`src/rtl/link_tx_credit.sv`:
```
// link_tx_credit: credit-based writer into a neighbour router's input FIFO, with packet framing
// Optional feature macro: LINK_TX_STATS_EN adds flit_cnt and stall_cnt counters.
// Ports:
//   clk        rising-edge clock
//   rst        asynchronous reset, active-low
//   src_valid  flit offered by switch/crossbar
//   src_data   offered flit (head flit: bits[2:0] = number of body flits)
//   src_ready  flit accepted this cycle (comb, credits != 0)
//   credit_in  one-cycle pulse, downstream FIFO popped one flit
//   write      downstream FIFO write strobe (registered)
//   data_out   downstream FIFO data_in (registered, holds when idle)
//   pkt_active packet in flight, allocator keeps this port granted
//   credits    free downstream slots
//   credit_err sticky, credit returned while already at DEPTH
//   flit_cnt   (LINK_TX_STATS_EN) accepted flits, wrapping
//   stall_cnt  (LINK_TX_STATS_EN) cycles with src_valid && !src_ready, saturating
module link_tx_credit #(
    parameter int DEPTH = 8,
    parameter int CW    = 4
) (
    input  logic          clk,
    input  logic          rst,
    input  logic          src_valid,
    input  logic [7:0]    src_data,
    output logic          src_ready,
    input  logic          credit_in,
    output logic          write,
    output logic [7:0]    data_out,
    output logic          pkt_active,
    output logic [CW-1:0] credits,
    output logic          credit_err
`ifdef LINK_TX_STATS_EN
    ,
    output logic [15:0]   flit_cnt,
    output logic [15:0]   stall_cnt
`endif
);
    localparam logic [CW-1:0] FULL = CW'(DEPTH);
    typedef enum logic {IDLE, BODY} state_t;
    state_t state, state_d;
    logic [2:0] remaining, remaining_d;
    logic accept;
    assign src_ready  = credits != '0;
    assign accept     = src_valid && src_ready;
    assign pkt_active = (state == BODY) || (src_valid && state == IDLE);
    always_comb begin
        state_d     = state;
        remaining_d = remaining;
        if (accept) begin
            if (state == IDLE) begin
                state_d     = src_data[2:0] != 3'd0 ? BODY : IDLE;
                remaining_d = src_data[2:0];
            end else begin
                state_d     = remaining == 3'd1 ? IDLE : BODY;
                remaining_d = remaining - 3'd1;
            end
        end
    end
    always_ff @(posedge clk or negedge rst) begin
        if (!rst) begin
            state     <= IDLE;
            remaining <= 3'd0;
        end else begin
            state     <= state_d;
            remaining <= remaining_d;
        end
    end
    always_ff @(posedge clk or negedge rst) begin
        if (!rst) begin
            write    <= 1'b0;
            data_out <= 8'd0;
        end else begin
            write <= accept;
            if (accept)
                data_out <= src_data;
        end
    end
    // A return with a simultaneous accept cancels out; a return at FULL
    // without an accept means the neighbour sent a credit it never owed.
    always_ff @(posedge clk or negedge rst) begin
        if (!rst) begin
            credits    <= FULL;
            credit_err <= 1'b0;
        end else if (accept && !credit_in) begin
            credits <= credits - 1'b1;
        end else if (credit_in && !accept) begin
            if (credits == FULL)
                credit_err <= 1'b1;
            else
                credits <= credits + 1'b1;
        end
    end
`ifdef LINK_TX_STATS_EN
    always_ff @(posedge clk or negedge rst) begin
        if (!rst) begin
            flit_cnt  <= 16'd0;
            stall_cnt <= 16'd0;
        end else begin
            if (accept)
                flit_cnt <= flit_cnt + 16'd1;
            if (src_valid && !src_ready && stall_cnt != 16'hFFFF)
                stall_cnt <= stall_cnt + 16'd1;
        end
    end
`endif
endmodule

```
`config.mk`:
```
export PLATFORM = sky130hd
export DESIGN_NAME = link_tx_credit
export DESIGN_NICKNAME = d
export VERILOG_FILES = /design/src/rtl/link_tx_credit.sv
export SDC_FILE = /design/constraint.sdc
export NUM_CORES = 1
export LEC_CHECK = 0
export CAP_MARGIN = 20
export CORE_MARGIN = 1
export CORE_UTILIZATION = 51
export CTS_BUF_LIST = sky130_fd_sc_hd__clkbuf_4 sky130_fd_sc_hd__clkbuf_8
export DETAILED_ROUTE_END_ITERATION = 10
export PLACE_DENSITY = 0.91
export SLEW_MARGIN = 5
export SYNTH_ARGS = -nofsm -noshare
export SYNTH_HDL_FRONTEND = slang
export SYNTH_SLANG_ARGS = --single-unit
```
`constraint.sdc`:
```
create_clock -name clk -period 8.5 [get_ports clk]
set_clock_uncertainty 0.1 [all_clocks]
set_input_delay 0.85 -clock clk [delete_from_list [all_inputs] [get_ports clk]]
set_output_delay 0.85 -clock clk [all_outputs]
set_load 0.01 [all_outputs]
```
==> flow_metrics.env <==
export IMPL_status="finished, final reports clean"
export IMPL_startpoint_type="primary input"
export IMPL_core_area_um2=1727
export IMPL_p_per_area_nw_per_um2=327.5
export IMPL_min_period_ns=3.106
export IMPL_port_buffers=27
export IMPL_firstDrtPassIters=4
export IMPL_via_per_inst=5.081
export IMPL_fin_util_pct=73.41
export IMPL_cts_tree="yes"
export IMPL_fmax_ghz=0.3220
export IMPL_hold_path_end="credit_err"
export IMPL_cap_violations=0
export IMPL_synth_distinct_cells=30
export IMPL_report_final_slew_viol_count=0
export IMPL_cts_setup_buffers=0
export IMPL_wl_per_cell_um=12.46
export IMPL_n_antenna_cell=0
export IMPL_dp_cells=145
export IMPL_nFillCells=132
export IMPL_synth_nets=114
export IMPL_place_ws_ns=5.087
export IMPL_multi_input_area_um2=439.2
export IMPL_p_leak_nw=0.5904
export IMPL_drt_iter0_drc=17
export IMPL_hpwl_um=1407
export IMPL_hold_path_startpoint="credit_err"
export IMPL_post_route_period_util_pct=36.54
export IMPL_io_pins=28
export IMPL_grt_pass1_vias=739
export IMPL_comb_power_share_pct=49.5
export IMPL_clock_latency_ns=0.28
export IMPL_rsz0062_at_grt="false"
export IMPL_fin_hold_ws_ns=0.3888
export IMPL_min_path_type="flip-flop to flip-flop"
export IMPL_grt_pass1_wl_um=3249
export IMPL_ys_ff_latch=18
export IMPL_grt_ovfl_total=0
export IMPL_grt_usage_pct=22.98
export IMPL_endpoint_kind="output pin"
export IMPL_worst_r2r_path_depth=9
export IMPL_syn_to_final_growth_pct=35.07
export IMPL_ys_flop_type="dfrtp_1"
export IMPL_fin_setup_tns_ns=0
export IMPL_swShare_pct=37.51
export IMPL_h_tree_depth=1
export IMPL_globalplace_congestion=0.7525
export IMPL_irDropWorstVdd_mv=0.1997
export IMPL_cts_sinks=18
export IMPL_regToRegSetupSlack_ns=5.48
export IMPL_synth_edff_count=0
export IMPL_fin_ws_ns=5.394
export IMPL_ant_nets=0
export IMPL_placementRows=15
export IMPL_synth_warnings=0
export IMPL_cp_required_ns=7.55
export IMPL_postRouteWirelength_um=1856
export IMPL_final_area_um2=1267
export IMPL_die_h_um=44.90
export IMPL_crit_type="primary input to output pin"
export IMPL_cts_made_buffers=3
export IMPL_drc_errors=0
export IMPL_grt_max_degree=19
export IMPL_dieArea_um2=2016
export IMPL_vias=757
export IMPL_netlist_instances=95
export IMPL_internal_power_mw=0.2594
export IMPL_grt_antenna_before_repair=0
export IMPL_seqPwrFrac_pct=38.2
export IMPL_fin_cells=149
export IMPL_worstHoldPathCells=1
export IMPL_dpl_cell_area_um2=1231
export IMPL_syn_area_per_cell_um2=9.878
export IMPL_async_flop_share_pct=100.0
export IMPL_crit_fanout=2
export IMPL_worst_ep_arrival_time_ns=2.16
export IMPL_start_util_pct=54.35
export IMPL_die_w_um=44.90
export IMPL_worst_slew_pin_slew_ns=0.7890
export IMPL_register_area_um2=451.7
export IMPL_setup_viol=0
export IMPL_drive_gt1_share_pct=12.10
export IMPL_synth_seq_area_share_pct=48.13
export IMPL_hold_buffers=0
export IMPL_hold_viol_final=0
export IMPL_cts_resized_gates=0
export IMPL_cts_root_buf="clkbuf_4"
export IMPL_worst_setup_hold_path_clk_slew_ns=0.09
export IMPL_relSlewSlack_pct=47.23
export IMPL_final_nets=144
export IMPL_worstReg2RegEnd="credits[3]"
export IMPL_pwr_share_clk_pct=12.3
export IMPL_synth_area_um2=938.4
export IMPL_clock_path_buffers=2
export IMPL_worstReg2RegStart="credits[1]"
export IMPL_p_total_mw=0.4151
export IMPL_p_sw_mw=0.1557
cell type report:
class | count | area share (%)
clock buffers | 4 | 2.863
multi-input cells | 66 | 34.65
well taps | 25 | 2.468
flip-flops and latches | 18 | 35.64
repair buffers | 27 | 21.32
inverters | 9 | 3.060
sequential cells by signal (all words and copies together) (netlist names):
signal,count
credit_err,1
credits,4
data_out,8
remaining,3
state,1
write,1
power by group through the flow:
stage | sequential (mW) | clock, mW | combinational (mW)
3_5_place_dp | 0.160 | 0 | 0.208
3_3_place_gp | 0.158 | 0 | 0.199
6_report | 0.158 | 0.0510 | 0.206
4_1_cts | 0.159 | 0.0525 | 0.209
2_1_floorplan | 0.161 | 0 | 0.116
5_1_grt | 0.164 | 0.0571 | 0.231
cell families (layout without fill, tap and decap cells):
kind of cell               count (synthesis)  count (layout)  synth area share (%)
xor gates and xnor gates                   2               2                 1.867
adders and majority gates                  7               7                 10.13
DFF                                       18              18                 48.13
and+or+nand+nor                           40              40                 20.53
buffers and inverters                     11              40                 5.066
AOI/OAI and AO/OA                         14              14                 10.93
muxes                                      3               3                 3.333
Yosys cell counts (2+ instances only):
library cell,n,share of area [%]
nor2_1,4,1.6
o21ai_0,4,2.1
nand2_1,26,10
ha_1,6,8.0
a31o_2,2,1.9
a21oi_1,2,1.1
dfrtp_1,17,45
inv_1,8,3.2
mux2i_1,2,2.1
nor3_1,4,2.1
critical path, stage by stage:
cell and delay (ns):
clkdlybuf4s50_1 0.50, or2_2 0.33, clkdlybuf4s50_1 0.48
cells in the final DEF (no fill, tap or decap), types with 2 or more instances in the layout:
master | synthesis | routed
clkdlybuf4s50_1 | 0 | 27
dfrtp_1 | 17 | 17
nor3_1 | 4 | 4
mux2i_1 | 2 | 2
nand2_1 | 26 | 26
nor2_1 | 4 | 4
o21ai_0 | 4 | 4
ha_1 | 6 | 6
a31o_2 | 2 | 2
inv_1 | 8 | 8
a21oi_1 | 2 | 2
clkbuf_4 | 0 | 3
worst max-delay path by stage:
stage                    start    endpoint  slack [ns]  depth (start not counted)
finish               src_valid  pkt_active        5.39                          3
global route         src_valid  credits[3]        5.29                          9
CTS                  src_valid  pkt_active        5.39                          3
detailed placement   src_valid  credits[3]        5.09                          9
global placement     src_valid  credits[3]        5.21                          9
floorplan           credits[1]  credits[3]        5.65                          9
layer usage:
layer	global-route usage (%)	routed length (um)	up-vias
li1	-	-	377
met1	28.31	840	361
met2	38.24	931	17
met3	6.400	70	2
met4	9.091	14	0
met5	0	0	-
Power figures use the tool's default switching activity.
